<file path="src/rtl/fprint_inc_arbiter.sv">
// fprint_inc_arbiter: buffers one fingerprint-completion event per physical core,
// picks pending cores round-robin and presents one event at a time to the
// overflow-tracking stage over a request/acknowledge handshake. Dropped events
// are reported through per-core sticky overrun / bad-id flags.
//
// state   | meaning
// --------+------------------------------------------------------------
// S_IDLE  | no request outstanding; grant the next pending core if enabled
// S_ISSUE | request held with stable ids until the overflow stage acks
module fprint_inc_arbiter #(
  parameter int NUM_CORES = 4,
  parameter int KEY_WIDTH = 4
) (
  input  logic                           clk,
  input  logic                           reset,
  input  logic [NUM_CORES-1:0]           core_fprint_done,
  input  logic [NUM_CORES*KEY_WIDTH-1:0] core_task_id,
  input  logic [NUM_CORES*2-1:0]         core_logical_id,
  input  logic                           arb_enable,
  output logic                           fprint_count_inc,
  output logic [KEY_WIDTH-1:0]           fprint_task_id,
  output logic [1:0]                     fprint_logical_core_id,
  output logic [KEY_WIDTH-1:0]           fprint_physical_core_id,
  input  logic                           oflow_count_inc_ack,
  output logic [NUM_CORES-1:0]           core_pending,
  output logic [NUM_CORES-1:0]           core_overrun,
  output logic [NUM_CORES-1:0]           core_bad_id
);

  localparam int PTR_W = (NUM_CORES > 1) ? $clog2(NUM_CORES) : 1;

  typedef enum logic {S_IDLE, S_ISSUE} state_t;

  state_t               state_q, state_d;
  logic [PTR_W-1:0]     rr_ptr_q, rr_ptr_d;
  logic [NUM_CORES-1:0] pending_q, pending_d;
  logic [NUM_CORES-1:0] overrun_q, overrun_d;
  logic [NUM_CORES-1:0] bad_id_q, bad_id_d;
  logic [KEY_WIDTH-1:0] slot_task_q [NUM_CORES];
  logic [KEY_WIDTH-1:0] slot_task_d [NUM_CORES];
  logic [1:0]           slot_lid_q  [NUM_CORES];
  logic [1:0]           slot_lid_d  [NUM_CORES];
  logic                 inc_q, inc_d;
  logic [KEY_WIDTH-1:0] out_task_q, out_task_d;
  logic [1:0]           out_lid_q, out_lid_d;
  logic [KEY_WIDTH-1:0] out_phys_q, out_phys_d;

  logic                 grant_valid;
  logic [PTR_W-1:0]     grant_idx;

  // Round-robin search: first pending core at or above rr_ptr, wrapping.
  // Scanning from the far end lets the nearest candidate overwrite the rest.
  always_comb begin
    grant_valid = 1'b0;
    grant_idx   = '0;
    for (int k = NUM_CORES - 1; k >= 0; k--) begin
      if (pending_q[PTR_W'((int'(rr_ptr_q) + k) % NUM_CORES)]) begin
        grant_valid = 1'b1;
        grant_idx   = PTR_W'((int'(rr_ptr_q) + k) % NUM_CORES);
      end
    end
    if (state_q != S_IDLE || !arb_enable) begin
      grant_valid = 1'b0;
    end
  end

  // Next-state for slots, sticky flags, pointer, handshake and presented ids.
  always_comb begin
    state_d    = state_q;
    rr_ptr_d   = rr_ptr_q;
    pending_d  = pending_q;
    overrun_d  = overrun_q;
    bad_id_d   = bad_id_q;
    slot_task_d = slot_task_q;
    slot_lid_d  = slot_lid_q;
    inc_d      = inc_q;
    out_task_d = out_task_q;
    out_lid_d  = out_lid_q;
    out_phys_d = out_phys_q;

    // A granted slot is freed first so a same-cycle event can refill it.
    if (grant_valid) begin
      pending_d[grant_idx] = 1'b0;
    end

    for (int i = 0; i < NUM_CORES; i++) begin
      if (core_fprint_done[i]) begin
        if (core_logical_id[i*2 +: 2] == 2'd3) begin
          bad_id_d[i] = 1'b1;
        end else if (!pending_q[i] || (grant_valid && grant_idx == PTR_W'(i))) begin
          pending_d[i]   = 1'b1;
          slot_task_d[i] = core_task_id[i*KEY_WIDTH +: KEY_WIDTH];
          slot_lid_d[i]  = core_logical_id[i*2 +: 2];
        end else begin
          overrun_d[i] = 1'b1;
        end
      end
    end

    case (state_q)
      S_IDLE: begin
        if (grant_valid) begin
          inc_d      = 1'b1;
          out_task_d = slot_task_q[grant_idx];
          out_lid_d  = slot_lid_q[grant_idx];
          out_phys_d = KEY_WIDTH'(grant_idx);
          rr_ptr_d   = PTR_W'((int'(grant_idx) + 1) % NUM_CORES);
          state_d    = S_ISSUE;
        end
      end
      S_ISSUE: begin
        if (oflow_count_inc_ack) begin
          inc_d   = 1'b0;
          state_d = S_IDLE;
        end
      end
      default: begin
        inc_d   = 1'b0;
        state_d = S_IDLE;
      end
    endcase
  end

  // State register; reset drops any in-flight request.
  always_ff @(posedge clk) begin
    if (reset) begin
      state_q    <= S_IDLE;
      rr_ptr_q   <= '0;
      pending_q  <= '0;
      overrun_q  <= '0;
      bad_id_q   <= '0;
      inc_q      <= 1'b0;
      out_task_q <= '0;
      out_lid_q  <= '0;
      out_phys_q <= '0;
      for (int i = 0; i < NUM_CORES; i++) begin
        slot_task_q[i] <= '0;
        slot_lid_q[i]  <= '0;
      end
    end else begin
      state_q     <= state_d;
      rr_ptr_q    <= rr_ptr_d;
      pending_q   <= pending_d;
      overrun_q   <= overrun_d;
      bad_id_q    <= bad_id_d;
      inc_q       <= inc_d;
      out_task_q  <= out_task_d;
      out_lid_q   <= out_lid_d;
      out_phys_q  <= out_phys_d;
      slot_task_q <= slot_task_d;
      slot_lid_q  <= slot_lid_d;
    end
  end

  assign fprint_count_inc        = inc_q;
  assign fprint_task_id          = out_task_q;
  assign fprint_logical_core_id  = out_lid_q;
  assign fprint_physical_core_id = out_phys_q;
  assign core_pending            = pending_q;
  assign core_overrun            = overrun_q;
  assign core_bad_id             = bad_id_q;

endmodule

</file>
<file path="config.mk">
export PLATFORM = sky130hd
export DESIGN_NAME = fprint_inc_arbiter
export DESIGN_NICKNAME = d
export VERILOG_FILES = /design/src/rtl/fprint_inc_arbiter.sv
export SDC_FILE = /design/constraint.sdc
export NUM_CORES = 1
export LEC_CHECK = 0
export ABC_AREA = 1
export BUFFER_PORTS_ARGS = -buffer_cell sky130_fd_sc_hd__buf_2
export CORE_MARGIN = 3
export CORE_UTILIZATION = 50
export CTS_BUF_LIST = sky130_fd_sc_hd__clkbuf_4 sky130_fd_sc_hd__clkbuf_8
export CTS_CLUSTER_DIAMETER = 120
export CTS_CLUSTER_SIZE = 12
export DETAILED_ROUTE_END_ITERATION = 6
export PLACE_DENSITY = 0.76
export SYNTH_ARGS = -nofsm -noshare
export SYNTH_HDL_FRONTEND = slang
export SYNTH_SLANG_ARGS = --single-unit
</file>
<file path="constraint.sdc">
create_clock -name clk -period 4.6 [get_ports clk]
set_input_delay 0.69 -clock clk [delete_from_list [all_inputs] [get_ports clk]]
set_output_delay 0.69 -clock clk [all_outputs]
set_load 0.1 [all_outputs]
</file>
==> reports/metrics.csv, run 1 <==
metric,value,unit
outcome,finished clean,
first_global_vias,1926,
ctsLongestPathBuffers,2,
holdPathStages,2,
place_area,2633,um^2
finalInstanceArea,2730,um^2
htree_levels,2,
dr.pass1.iters,4,
synth_xor_area_share,0,%
cp.arrival,2.51,ns
critPathRequiredTime,4.79,ns
slew_viol_final,0,
initial_utilization,53.67,%
wl_per_cell,11.82,um
worstPathMaxFanout,19,
area_growth,12.94,%
synth_fa_ha_area_share,0,%
drv_cap,0,
grt_overflow_total,0,
clock_skew,0.004289,ns
grt_antenna_before_repair,0,
clk_latency,0.29,ns
n_antenna_cell,0,
tightest_slew,0.9981,ns
grt_max_degree,36,
dpl.hpwl,3986,um
hold_buffers,0,
cts_buffers,5,
netlist_area,2417,um^2
gp_congestion,0.9363,
num_rows,24,
layout.cells.non_filler,448,
yosys-mux-area-fraction,0,%
startpoint_type,flop,
vias,2255,
port_buffers,52,
cts-root-buf,clkbuf_8,
nets,427,
drtIter0Drc,142,
final.period_utilization,50.32,%
hold_slack,0.4476,ns
grtUsageTotal,19.53,%
fillers,447,
totalWireLength,5296,um
vdd_drop_max,0.3636,mV
yosys_warnings,0,
die_x,75.53,um
ys_types,27,
via_per_inst,5.033,
r2r_slack,2.29,ns
post_cts_resized,0,
cts_sinks,48,
whs_endpoint,core_overrun[0]$_SDFFE_PP0P_,
clkTransAtPathRegs,0.08,ns
drive_gt1_share,20.96,%
r2r_end,slot_task_q[12]$_SDFFE_PP0P_,
synth_top_family_by_area,simple AND/OR/NAND/NOR gates,
core-area,4504,um^2
critPathCaptureType,flop,
tns,0,ns
multiInputGateArea,1212,um^2
ff2ff_path_depth,11,
synth-seq-cells,48,
place_inst,440,
io_pins,55,
die_y,75.53,um
ys_seq_area_share,39.75,%
max_slew_margin,33.39,%
p_per_area,653.0,nW/um^2
grt_pass1_wl,8542,um
seq_area,960.9,um^2
finish.utilization,60.61,%
r2r_start,rr_ptr_q[0]$_SDFFE_PP0P_,
finalCriticalPeriod,2.315,ns
die-area,5705,um^2
crit_type,reg2reg,
hold_class,reg2reg,
p_leak,1.347,nW
drc,0,
fmax,0.4320,GHz
rsz0062_at_grt,no,
synth_compound_gate_area_share,13.20,%
setup_viol,0,
cts_setup_buffers,0,
hold_viol,0,
syn_inst,352,
hp-start,core_overrun[0]$_SDFFE_PP0P_,
cts_tree,done,
synth-simple-area-share,36.65,%
syn-mean-instance-area,6.867,um^2
ant_nets,0,
worst max-delay path, stage by stage, from the launching register on:
cell and delay, ns:
dfxtp_1 0.54, nand2_1 0.10, nand2_1 0.12, nand2_1 0.08, nand2_1 0.11, nor2_4 0.05, a21oi_4 0.41, nand4_1 0.19
nand2_1 0.34, nand3_1 0.13, nand2_1 0.08, nor2_1 0.05
per-layer routing:
metal  GRT usage, %  part of all wire (%)
met2          32.79                    51
met4          6.019                   1.5
met3          3.826                   4.2
met1          25.37                    43
met5              0                     0
report_power, final:
group	internal [mW]	total, mW	switching, mW
combinational	0.232	0.974	0.742
sequential	0.488	0.545	0.0566
clock	0.134	0.264	0.129
total	0.855	1.78	0.928
how the worst max path moves through the flow:
stage | startpoint | endpoint | slack [ns] | cells past startpoint
after floorplan | core_pending[3]$_SDFF_PP0_ | slot_lid_q[4]$_SDFFE_PP0P_ | 2.19 | 13
after global placement | rr_ptr_q[0]$_SDFFE_PP0P_ | slot_task_q[12]$_SDFFE_PP0P_ | 2.46 | 11
after detailed placement | rr_ptr_q[0]$_SDFFE_PP0P_ | slot_task_q[12]$_SDFFE_PP0P_ | 2.34 | 11
after CTS | rr_ptr_q[0]$_SDFFE_PP0P_ | slot_task_q[12]$_SDFFE_PP0P_ | 2.33 | 11
after global routing | rr_ptr_q[0]$_SDFFE_PP0P_ | slot_lid_q[6]$_SDFFE_PP0P_ | 2.01 | 11
final | rr_ptr_q[0]$_SDFFE_PP0P_ | slot_task_q[12]$_SDFFE_PP0P_ | 2.29 | 11
sequential cells by signal (all words and copies together), names as in the netlist:
name	flops
slot_task_q	16
slot_lid_q	8
core_bad_id	4
core_overrun	4
core_pending	4
fprint_task_id	4
fprint_logical_core_id	2
fprint_physical_core_id	2
rr_ptr_q	2
fprint_count_inc	1
state_q	1
area by class of cell:
class	instances	area share (%)
Clock buffer	8	3.575
Timing Repair Buffer	52	9.533
Multi-Input combinational cell	253	44.41
Tap cell	52	2.383
Inverter	35	4.904
Sequential cell	48	35.20
stage by stage:
step                      worst slack, ns  power, mW
after global routing                2.008      1.907
final                               2.285      1.783
after detailed placement            2.338      1.525
after CTS                           2.328      1.789
after global placement              2.456      1.507
after floorplan                     2.192      1.384
logic make-up after synthesis:
group | Yosys count
flops | 48
buf+inv | 52
other cells | 1
simple gates | 193
compound gates | 58
Yosys cell counts:
master | number | area share (%)
a21boi_4 | 1 | 0.78
a21oi_1 | 39 | 8.1
a21oi_4 | 1 | 0.67
a31oi_1 | 1 | 0.26
and2_1 | 2 | 0.52
buf_2 | 1 | 0.21
buf_4 | 3 | 0.93
buf_6 | 5 | 2.3
clkbuf_1 | 8 | 1.2
conb_1 | 1 | 0.16
dfxtp_1 | 48 | 40
inv_1 | 30 | 4.7
inv_2 | 4 | 0.62
inv_4 | 1 | 0.26
nand2_1 | 75 | 12
nand2_2 | 8 | 2.1
nand2_4 | 1 | 0.47
nand3_1 | 33 | 6.8
nand3_2 | 3 | 1.2
nand3b_1 | 12 | 3.7
nand4_1 | 1 | 0.26
nand4_2 | 1 | 0.52
nor2_1 | 54 | 8.4
nor2_2 | 2 | 0.52
nor2_4 | 1 | 0.47
o21a_1 | 1 | 0.31
o21ai_0 | 15 | 3.1
placed cells by master (no fill, tap or decap), drive strengths merged:
cell / Yosys / routed
nor2: 57 / 57
conb: 1 / 2
nand4: 2 / 2
o21ai: 15 / 15
nand2: 84 / 84
inv: 35 / 35
buf: 9 / 52
and2: 2 / 2
a21boi: 1 / 1
clkbuf: 8 / 8
o21a: 1 / 1
nand3: 36 / 36
a21oi: 40 / 40
a31oi: 1 / 1
dfxtp: 48 / 48
nand3b: 12 / 12
Power figures use the tool's default switching activity.
==> run 2: changes to the inputs <==
Settings changed: PLACE_DENSITY 0.76 to 0.79.
Clock period 4.6 ns to 2 ns, I/O delays scaled along.
==> run 2 against run 1 <==
Against the previous run:
- global-route usage is 0.78 points higher
- clock-buffer cell count stayed put
- setup slack got worse by 2.2 ns
- cell area increased by 10%
- power rose to 2.7 times the previous value
- clock skew increased by 0.0056 ns
- critical path type unchanged
- critical endpoint is now fprint_logical_core_id[1]$_SDFFE_PP0P_
==> reports/metrics.csv, run 2 (synthesized netlist as in run 1, its figures left out) <==
metric,value,unit,change
ctsLongestPathBuffers,2,,unchanged
final_cell_mix,"nand2_1 (66), buf_2 (52), nor2_1 (50)",,
cts_sinks,48,,unchanged
area_growth,24.33,%,
critical_path_buf_inv_count,3,,+3
pwr-share-seq,26.5,%,-4.1 points
max_slew_margin,32.83,%,-0.56 points
worstPathMaxFanout,8,,-11
largest_reg_flops,16,,unchanged
drv_cap,0,,unchanged
nets,444,,+4.0%
die_x,75.53,um,unchanged
cts_buffers,5,,unchanged
clock_power_share,12.8,%,-2.0 points
grt_antenna_before_repair,0,,unchanged
port_buffers,52,,unchanged
first_global_vias,2000,,+3.8%
finalInstanceArea,3005,um^2,+10%
cp_slowest_cell,dfxtp_4,,
regMostFlops,slot_task_q,,
p_comb_share,60.7,%,+6.1 points
power.share.switching,51.38,%,-0.68 points
seq_area,980.9,um^2,+2.1%
intPower,2.329,mW,+170%
hold_class,in2reg,,
p_leak,1.466,nW,+8.8%
slowest_delay,0.41,ns,-0.13 ns
initial_utilization,53.67,%,unchanged
core-area,4504,um^2,unchanged
grt_overflow_total,0,,unchanged
worst-path-stages,14,,+3
pre_cts_ws,-0.004315,ns,-2.342 ns
clock_skew,0.009888,ns,+0.005599 ns
die_y,75.53,um,unchanged
slew_viol_final,0,,unchanged
reg_top3,"slot_task_q x16, slot_lid_q x8",,
crit_type,reg2reg,,
crit_top_cell,nor2_1,,
cts_tree,done,,
setup_ws,0.09238,ns,-2.193 ns
dpl.hpwl,4113,um,+3.2%
setup_viol,0,,unchanged
hold_viol,0,,unchanged
cp.arrival,2.10,ns,-0.41 ns
hold_slack,0.2630,ns,-0.1846 ns
wl_per_cell,12.90,um,+9.1%
fillers,406,,-9.2%
grt_pass1_wl,8852,um,+3.6%
place_area,2713,um^2,+3.0%
path_delay_family,simple AND/OR/NAND/NOR gates,,
drc,0,,unchanged
gp_congestion,0.8134,,-13%
clkTransAtPathRegs,0.09,ns,about the same
holdPathStages,3,,+1
clk_latency,0.30,ns,about the same
io_pins,55,,unchanged
htree_levels,2,,unchanged
multiInputGateArea,1339,um^2,+10%
vias,2416,,+7.1%
via_per_inst,5.196,,+3.2%
finalCriticalPeriod,1.908,ns,-0.4072 ns
critPathRequiredTime,2.19,ns,-2.60 ns
n_antenna_cell,0,,unchanged
layout_commonest_cell,nand2_1,,
dr.pass1.iters,4,,unchanged
finish.utilization,66.72,%,+6.1 points
layout.cells.non_filler,465,,+3.8%
outcome,finished clean,,
startpoint_type,flop,,
vdd_drop_max,0.8538,mV,+130%
drtIter0Drc,137,,-3.5%
place_inst,449,,+2.0%
num_rows,24,,unchanged
cp_cell_sequence,inv_6 > nand2_2 > and2_4 > nand2_1 > nand2_2 > inv_1 > nand2_1 > nand2_4 > nand2_8 > clkinvlp_4 > nor2_2 > nor2_1 > nor2_1 > nor2_1,,
critPathCaptureType,flop,,
grtUsageTotal,20.32,%,+0.78 points
p_per_area,1594,nW/um^2,+140%
grt_max_degree,36,,unchanged
die-area,5705,um^2,unchanged
ant_nets,0,,unchanged
fmax,0.5242,GHz,+21%
totalWireLength,5998,um,+13%
cts-root-buf,clkbuf_8,,
switchingPower,2.461,mW,+170%
hold_buffers,0,,unchanged
ff2ff_path_depth,14,,+3
drive_gt1_share,29.78,%,+8.8 points
final.period_utilization,95.38,%,+45 points
tightest_slew,1.006,ns,+0.008377 ns
## run 2: changes by cell type in the layout (fill, tap and decap cells not counted), moves of 4 or more
| cell | delta |
|---|---|
| buf_4 | +16 |
| nand2_1 | -9 |
| nand2_4 | +7 |
| dfxtp_1 | -6 |
| dfxtp_4 | +5 |
| nor2_1 | -4 |
## run 2: metal layers
layer	GRT usage [%]	up-vias	part of all wire, %
met2	32.12	59	49
met5	0	-	0
met4	6.796	0	1.7
li1	-	1250	-
met3	4.090	14	5.3
met1	27.77	1093	44
## run 2: worst register-to-register path, delay by kind of cell (launching register included)
| kind | cells | cell delay, ns |
|---|---|---|
| and+or+nand+nor | 11 | 1.10 |
| DFF | 1 | 0.41 |
| buffers and inverters | 3 | 0.27 |
## run 2: cell type report
class	count	area share, %
clock buffers	8	3.247
inverters	35	4.746
multi-input cells	254	44.55
flip-flops and latches	48	32.64
well taps	52	2.165
repair buffers	68	12.66
## run 2: path summary, 6_finish.rpt
| check | slack, ns | start | end |
|---|---|---|---|
| worst max-delay path | 0.09 | rr_ptr_q[0]$_SDFFE_PP0P_ | fprint_logical_core_id[1]$_SDFFE_PP0P_ |
| worst min-delay path | 0.26 | core_logical_id[2] | core_bad_id[1]$_SDFFE_PP0P_ |
| worst max register to register | 0.09 | rr_ptr_q[0]$_SDFFE_PP0P_ | fprint_logical_core_id[1]$_SDFFE_PP0P_ |
| worst min register to register | 0.45 | core_bad_id[3]$_SDFFE_PP0P_ | core_bad_id[3]$_SDFFE_PP0P_ |
## run 2: power by group through the flow
stage | clock [mW] | sequential [mW] | combinational [mW]
global placement | 0 | 1.27 | 2.31
global route | 0.664 | 1.29 | 3.15
floorplan | 0 | 1.87 | 1.31
finish | 0.613 | 1.27 | 2.91
detailed placement | 0 | 1.27 | 2.35
CTS | 0.627 | 1.25 | 2.36
## run 2: timing repair
item | in CTS | in global routing
cloned | 0 | 1
setup buffers | 0 | 7
endpoints found under the setup margin | 13 | 34
gates resized for setup | 1 | 38
pin swaps | 0 | 15
## run 2: stage by stage
| step | TNS, ns | power (mW) |
|---|---|---|
| 2_1_floorplan | 0 | 3.185 |
| 3_3_place_gp | 0 | 3.575 |
| 3_5_place_dp | -0.004455 | 3.618 |
| 4_1_cts | 0 | 4.236 |
| 5_1_grt | -0.3887 | 5.098 |
| 6_report | 0 | 4.790 |
